## src/rtl/sd_add_sequencer.sv

```systemverilog
// Feeds DIGITS-wide signed-digit operands through an external 3-operand 4-digit adder,
// one chunk per cycle, and holds the assembled result. Optional ovf: SDSEQ_OVF_CHECK_EN.
module sd_add_sequencer #(
    parameter int unsigned DIGITS = 16
) (
    input  logic              clk,
    input  logic              reset,
    input  logic              in_valid,
    output logic              in_ready,
    input  logic [DIGITS-1:0] x_plus,
    input  logic [DIGITS-1:0] x_minus,
    input  logic [DIGITS-1:0] y_plus,
    input  logic [DIGITS-1:0] y_minus,
    input  logic [DIGITS-1:0] r_plus,
    input  logic [DIGITS-1:0] r_minus,
    output logic              out_valid,
    input  logic              out_ready,
    output logic [DIGITS-1:0] sum_plus,
    output logic [DIGITS-1:0] sum_minus,
    output logic [1:0]        cout_one_final,
    output logic [1:0]        cout_two_final,
    output logic [3:0]        add_x_plus,
    output logic [3:0]        add_x_minus,
    output logic [3:0]        add_y_plus,
    output logic [3:0]        add_y_minus,
    output logic [3:0]        add_r_plus,
    output logic [3:0]        add_r_minus,
    output logic [1:0]        add_cin_one,
    output logic [1:0]        add_cin_two,
    input  logic [3:0]        add_res_plus,
    input  logic [3:0]        add_res_minus,
    input  logic [1:0]        add_cout_one,
    input  logic [1:0]        add_cout_two
`ifdef SDSEQ_OVF_CHECK_EN
    ,
    output logic              ovf
`endif
);

    localparam int unsigned NCHUNK = DIGITS / 4;
    localparam int unsigned KWidth = (NCHUNK > 1) ? $clog2(NCHUNK) : 1;

    typedef enum logic [1:0] {StIdle, StRun, StHold} state_e;

    state_e              state_q, state_d;
    logic [KWidth-1:0]   k_q, k_d;
    logic [DIGITS-1:0]   xp_q, xm_q, yp_q, ym_q, rp_q, rm_q;
    logic [DIGITS-1:0]   xp_d, xm_d, yp_d, ym_d, rp_d, rm_d;
    logic [DIGITS-1:0]   sum_p_q, sum_m_q, sum_p_d, sum_m_d;
    logic [1:0]          c1_q, c2_q, c1_d, c2_d;
    logic [1:0]          f1_q, f2_q, f1_d, f2_d;
`ifdef SDSEQ_OVF_CHECK_EN
    logic                ovf_q, ovf_d;
`endif

    always_comb begin
        state_d     = state_q;
        k_d         = k_q;
        xp_d        = xp_q;
        xm_d        = xm_q;
        yp_d        = yp_q;
        ym_d        = ym_q;
        rp_d        = rp_q;
        rm_d        = rm_q;
        sum_p_d     = sum_p_q;
        sum_m_d     = sum_m_q;
        c1_d        = c1_q;
        c2_d        = c2_q;
        f1_d        = f1_q;
        f2_d        = f2_q;
`ifdef SDSEQ_OVF_CHECK_EN
        ovf_d       = ovf_q;
`endif
        in_ready    = 1'b0;
        out_valid   = 1'b0;
        add_x_plus  = 4'b0;
        add_x_minus = 4'b0;
        add_y_plus  = 4'b0;
        add_y_minus = 4'b0;
        add_r_plus  = 4'b0;
        add_r_minus = 4'b0;
        add_cin_one = 2'b00;
        add_cin_two = 2'b00;

        unique case (state_q)
            StIdle: begin
                in_ready = 1'b1;
                if (in_valid) begin
                    xp_d    = x_plus;
                    xm_d    = x_minus;
                    yp_d    = y_plus;
                    ym_d    = y_minus;
                    rp_d    = r_plus;
                    rm_d    = r_minus;
                    k_d     = '0;
                    state_d = StRun;
`ifdef SDSEQ_OVF_CHECK_EN
                    ovf_d   = 1'b0;
`endif
                end
            end
            StRun: begin
                // Constant-base chunk mux; the adder answers in the same cycle.
                for (int c = 0; c < NCHUNK; c++) begin
                    if (k_q == KWidth'(c)) begin
                        add_x_plus          = xp_q[4*c +: 4];
                        add_x_minus         = xm_q[4*c +: 4];
                        add_y_plus          = yp_q[4*c +: 4];
                        add_y_minus         = ym_q[4*c +: 4];
                        add_r_plus          = rp_q[4*c +: 4];
                        add_r_minus         = rm_q[4*c +: 4];
                        sum_p_d[4*c +: 4]   = add_res_plus;
                        sum_m_d[4*c +: 4]   = add_res_minus;
                    end
                end
                if (k_q != '0) begin
                    add_cin_one = c1_q;
                    add_cin_two = c2_q;
                end
                c1_d = add_cout_one;
                c2_d = add_cout_two;
                if (k_q == KWidth'(NCHUNK - 1)) begin
                    k_d     = '0;
                    f1_d    = add_cout_one;
                    f2_d    = add_cout_two;
                    state_d = StHold;
`ifdef SDSEQ_OVF_CHECK_EN
                    ovf_d   = |{add_cout_one, add_cout_two};
`endif
                end else begin
                    k_d = k_q + KWidth'(1);
                end
            end
            StHold: begin
                out_valid = 1'b1;
                if (out_ready) begin
                    state_d = StIdle;
                end
            end
            default: begin
                state_d = StIdle;
            end
        endcase
    end

    always_ff @(posedge clk) begin
        if (reset) begin
            state_q <= StIdle;
            k_q     <= '0;
            xp_q    <= '0;
            xm_q    <= '0;
            yp_q    <= '0;
            ym_q    <= '0;
            rp_q    <= '0;
            rm_q    <= '0;
            sum_p_q <= '0;
            sum_m_q <= '0;
            c1_q    <= 2'b00;
            c2_q    <= 2'b00;
            f1_q    <= 2'b00;
            f2_q    <= 2'b00;
`ifdef SDSEQ_OVF_CHECK_EN
            ovf_q   <= 1'b0;
`endif
        end else begin
            state_q <= state_d;
            k_q     <= k_d;
            xp_q    <= xp_d;
            xm_q    <= xm_d;
            yp_q    <= yp_d;
            ym_q    <= ym_d;
            rp_q    <= rp_d;
            rm_q    <= rm_d;
            sum_p_q <= sum_p_d;
            sum_m_q <= sum_m_d;
            c1_q    <= c1_d;
            c2_q    <= c2_d;
            f1_q    <= f1_d;
            f2_q    <= f2_d;
`ifdef SDSEQ_OVF_CHECK_EN
            ovf_q   <= ovf_d;
`endif
        end
    end

    assign sum_plus       = sum_p_q;
    assign sum_minus      = sum_m_q;
    assign cout_one_final = f1_q;
    assign cout_two_final = f2_q;
`ifdef SDSEQ_OVF_CHECK_EN
    assign ovf            = ovf_q;
`endif

endmodule
```

## config.mk

```make
export PLATFORM = sky130hd
export DESIGN_NAME = sd_add_sequencer
export DESIGN_NICKNAME = d
export VERILOG_FILES = /design/src/rtl/sd_add_sequencer.sv
export SDC_FILE = /design/constraint.sdc
export NUM_CORES = 1
export LEC_CHECK = 0
export BUFFER_PORTS_ARGS = -buffer_cell sky130_fd_sc_hd__buf_2
export CAP_MARGIN = 20
export CELL_PAD_IN_SITES_DETAIL_PLACEMENT = 1
export CELL_PAD_IN_SITES_GLOBAL_PLACEMENT = 1
export CORE_ASPECT_RATIO = 0.6
export CORE_MARGIN = 4
export CORE_UTILIZATION = 36
export CTS_CLUSTER_SIZE = 12
export DETAILED_ROUTE_END_ITERATION = 10
export PLACE_DENSITY = 0.76
export SLEW_MARGIN = 20
export SYNTH_ARGS = -nofsm -noshare
export SYNTH_HDL_FRONTEND = slang
export SYNTH_SLANG_ARGS = --single-unit
```

## constraint.sdc

```tcl
create_clock -name clk -period 1.9 [get_ports clk]
set_input_delay 0.38 -clock clk [delete_from_list [all_inputs] [get_ports clk]]
set_output_delay 0.38 -clock clk [all_outputs]
set_load 0.03 [all_outputs]
```

### Word level (Yosys, flattened, before mapping)

Cells that the tools add are included.

| storage, ports and cells | value |
|---|---|
| flip-flop bits (word level) | 140 |
| output and inout port bits | 66 |
| logic and storage cells | 83 |

| cells by class | value |
|---|---|
| add/subtract/negate cells | 1 |
| equality and inequality tests | 8 |
| mux-type cells | 43 |
| reductions and logical operators | 11 |

Operators with widths:

| operator | count |
|---|---|
| 2-to-1 mux 4 bit | 30 |
| 2-to-1 mux 2 bit | 9 |
| AND reduction 2 bit | 6 |
| == test 2 bit (second input constant) | 3 |
| != test 2 bit (second input constant) | 3 |
| one-hot mux 2 bit (3 select lines) | 1 |
| == test 2 x 1 -> 1 bit (second input constant) | 2 |
| zero test 2 bit | 2 |
| one-hot mux 2 bit (2 select lines) | 1 |
| nonzero test 2 bit | 2 |
| AND reduction 3 bit | 1 |
| adder 2 x 1 -> 2 bit (second input constant) | 1 |
| 2-to-1 mux 1 bit | 2 |

### Longest topological paths before layout

| depth | value |
|---|---|
| word-level depth | 6 |
| mapped depth | 8 |
| depth with buffers taken out | 5 |

### Least setup slack after synthesis

Ideal clock, no wire load.

| timing | value |
|---|---|
| kind | reg-to-output |
| from | reg k_q[1] |
| to | out add_r_minus[2] |
| arrival time | 2263 ps |
| setup slack | -743 ps |
| cell stages (with the launch flop) | 9 |
| cell sequence | dfxtp_1 inv_1 ha_1 buf_2 nor2b_1 buf_2 buf_4 a221oi_1 o41ai_1 |

| on the way | value |
|---|---|
| longest elaborated chain between the ends | 6 |
| elaborated cells on any way between the ends | 9 |
| classes of those cells | 3 x eq/ne; 5 x mux; 1 x reduce/logical |

RTL lines:

| item | line | text |
|---|---|---|
| start, declared | 46 | `logic [KWidth-1:0] k_q, k_d;` |
| start signal, assigned | 167 | `k_q <= k_d;` |
| zero test 2 bit | 105 | `if (k_q == KWidth'(c)) begin` |
| 2-to-1 mux 4 bit (3 in a row) | 105 |  |
| 2-to-1 mux 4 bit (*) | 105 |  |
| 2-to-1 mux 4 bit (*) | 85 | `unique case (state_q)` |
| end, declared | 27 | `output logic [3:0] add_r_minus,` |

Mark *: on every way between the ends. The rest lies on a longest branch, timed or not.

### Worst setup path after layout

| timing | value |
|---|---|
| from | reg k_q[0] |
| to | out add_x_minus[3] |

| on the way | value |
|---|---|
| longest elaborated chain between the ends | 6 |
| elaborated cells on any way between the ends | 9 |
| classes of those cells | 3 x eq/ne; 5 x mux; 1 x reduce/logical |

RTL lines:

| item | line | text |
|---|---|---|
| zero test 2 bit | 105 |  |
| 2-to-1 mux 4 bit (3 in a row) | 105 |  |
| 2-to-1 mux 4 bit (*) | 105 |  |
| 2-to-1 mux 4 bit (*) | 85 |  |
| end, declared | 23 | `output logic [3:0] add_x_minus,` |

Marks and branches as above.

==> impl_metrics.tcl <==
set metrics [dict create \
    outcome "finished with violations" \
    violations "setup timing" \
    cts_root_buf "clkbuf_16" \
    hold_buffers 0 \
    post_drt_wl_per_cell_microns 20.9 \
    grt_pass1_vias 6812 \
    die_w_microns 172 \
    gp_congestion 0.815 \
    timing.final.crit_share_pct 130 \
    fmax_mhz 406 \
    grt_max_degree 60 \
    syn_to_final_growth_pct 56.2 \
    fill_cells 1823 \
    gr-total-overflow 0 \
    synth.ff_latch_count 140 \
    p_leak_nw 3.67 \
    syn_area_per_cell_sq_um 7.75 \
    relSlewSlack_pct 70.1 \
    portBuffers 177 \
    startpoint_type "flip-flop" \
    cts_tree "yes" \
    fin_crit_ns 2.46 \
    wirelength_microns 24200 \
    setup_slack_ns -0.562 \
    p_per_area_nw_per_um2 877 \
    maxSlewViolCount 0 \
    insertion_delay_ns 0.42 \
    critPathMaxFanout 5 \
    grt_first_pass_wirelength_microns 37400 \
    syn-cell-area_sq_um 5790 \
    start_util_pct 37.2 \
    num_antenna_cells 0 \
    critPathRequiredTime_ns 1.52 \
    numCtsBuffers 17 \
    cap_violations 0 \
    die_area_sq_um 18200 \
    io_pins 178 \
    drt_iter0_drc 401 \
    yosys_warnings 0 \
    rows 35 \
    clockBufferDepth 2 \
    grt_setup_unrepaired "yes" \
    hpwl_microns 15500 \
    path_clk_slew_ns 0.06 \
    final_hold_viol_count 0 \
    htree_levels 4 \
    first_pass_iters 4 \
    nNetsFinal 1054 \
    vias 6278 \
    worst_pin_slew_ns 0.448 \
    layout-drive-gt1-share_pct 35.5 \
    criticalPathCategory "flip-flop to output port" \
    die_h_microns 106 \
    syn_nets 863 \
    core_area_sq_um 15500 \
    ir_drop_v 0.000599 \
    synth_cell_types 23 \
    clock_skew_ns 0.00861 \
    stdcell_area_sq_um 9030 \
    setup_viol 28 \
    numClockSinks 140 \
    ys_seq_area_share_pct 48.4 \
    synthCells 747 \
    grtUsageTotal_pct 25.9 \
    hp-class "primary input to flip-flop" \
    ant_nets 0 \
    arrival_ns 2.08 \
    drc 0 \
    antenna_found_initial 0 \
    placed_area_sq_um 7850 \
    fin_worst_hold_slack_ns 0.201 \
    viasPerCell 5.44 \
    endpoint_kind "output port" \
]
## repair_timing
| action | in CTS | in global routing |
|---|---|---|
| setup buffers | 15 | 6 |
| gates cloned | 2 | 0 |
| setup endpoints to repair | 28 | 31 |
| pin swaps | 19 | 4 |
| hold endpoints to repair | 0 | 0 |
| gates resized for setup | 65 | 23 |
## kinds of logic after synthesis
family	after synthesis	share of synthesized area [%]
DFF	140	48.4
and+or+nand+nor	342	25.5
buffers and inverters	73	5.71
AOI/OAI and AO/OA	188	19.4
adders and majority gates	4	0.865
## per-stage QoR
step	setup WS, ns	cells	TNS, ns	total power, W	utilization (%)
floorplan	-0.101	747	-1.63	0.00394	-
detailed placement	-0.196	1103	-3.09	0.00441	50.5
global placement	-0.138	1103	-1.79	0.00436	50.5
finish	-0.562	1154	-12.41	0.00793	58.1
CTS	-0.532	1150	-12.32	0.00788	57.1
global route	-0.650	1154	-14.02	0.00825	58.1
## routing by layer
metal | up-vias | wire length (microns) | GRT usage [%]
met5 | - | 0 | 0
met4 | 0 | 277 | 5.88
met3 | 29 | 1170 | 4.50
met2 | 178 | 12000 | 43.6
met1 | 3133 | 10700 | 34.7
li1 | 2938 | - | -
## cell usage in the layout, fill, tap and decap left out, types with 2 or more instances in the layout
cell	netlist	layout
buf_2	21	148
ha_4	0	4
inv_4	0	2
nor2b_4	0	3
nor2b_1	27	23
nand3_1	49	49
inv_6	0	3
bufinv_16	0	2
nand3b_1	4	4
nor2_1	3	3
clkbuf_16	0	17
clkinvlp_4	0	3
buf_4	8	51
buf_6	0	17
dfxtp_1	140	138
clkbuf_1	37	3
buf_12	0	21
a21oi_1	138	138
nor3b_2	0	2
buf_16	0	2
a221oi_4	0	15
a221oi_2	0	8
o41ai_4	0	24
buf_8	0	4
nand2_1	249	249
clkinv_4	0	3
nor3b_4	1	3
## cells in the mapped netlist
cell      instances  share of area [%]
nor4b_1           1               0.15
a31oi_1           1               0.11
a21oi_1         138                 12
ha_1              4               0.87
a221oi_1         24                3.6
nand3_1          49                4.2
o41ai_1          24                3.6
nand2b_1          2               0.22
nor2_1            3               0.19
nor3b_1           4               0.52
o21a_1            1               0.13
or3b_1            1               0.15
inv_1             2               0.13
nand3b_1          4               0.52
buf_1             5               0.32
clkbuf_1         37                2.4
dfxtp_1         140                 48
buf_2            21                1.8
nor2b_1          27                2.9
buf_4             8                1.0
nand2_1         249                 16
and3b_1           1               0.15
nor3b_4           1               0.32
## sequential cells by signal, summed over array words and instances, names as in the netlist, 16 cells and up
name       flops
rm_q          16
rp_q          16
sum_minus     16
sum_plus      16
xm_q          16
xp_q          16
ym_q          16
yp_q          16
## power breakdown
| part | internal, W | switching [W] |
|---|---|---|
| registers | 0.00309 | 0.000121 |
| clock network | 0.00195 | 0.00137 |
| logic | 0.000590 | 0.000807 |
## critical path, stage by stage (launching register included)
cell	delay, ns
dfxtp_4	0.37
inv_4	0.08
ha_4	0.13
nor2b_4	0.21
buf_6	0.17
buf_12	0.15
a221oi_4	0.08
o41ai_4	0.26
buf_4	0.22
## final cells by class
type | instances | area (sq um) | area share [%]
multi-input combinational | 534 | 3530 | 39.1
inverter | 2 | 12.5 | 0.138
tap | 203 | 254 | 2.81
sequential | 140 | 2810 | 31.1
timing repair buffer | 243 | 1850 | 20.5
clock buffer | 20 | 437 | 4.83
clock inverter | 12 | 140 | 1.55
## path summary, 6_finish.rpt
path                            startpoint             end  slack [ns]  cells after the start
worst max-delay path                k_q[0]  add_x_minus[3]       -0.56                      8
worst min-delay path            y_plus[11]        yp_q[11]        0.20                      3
worst max register to register      k_q[1]    sum_minus[5]        0.17                      7
worst min register to register     c1_q[1]         c1_q[1]        0.45                      2
Note: power is estimated with default switching activity, not from simulation.
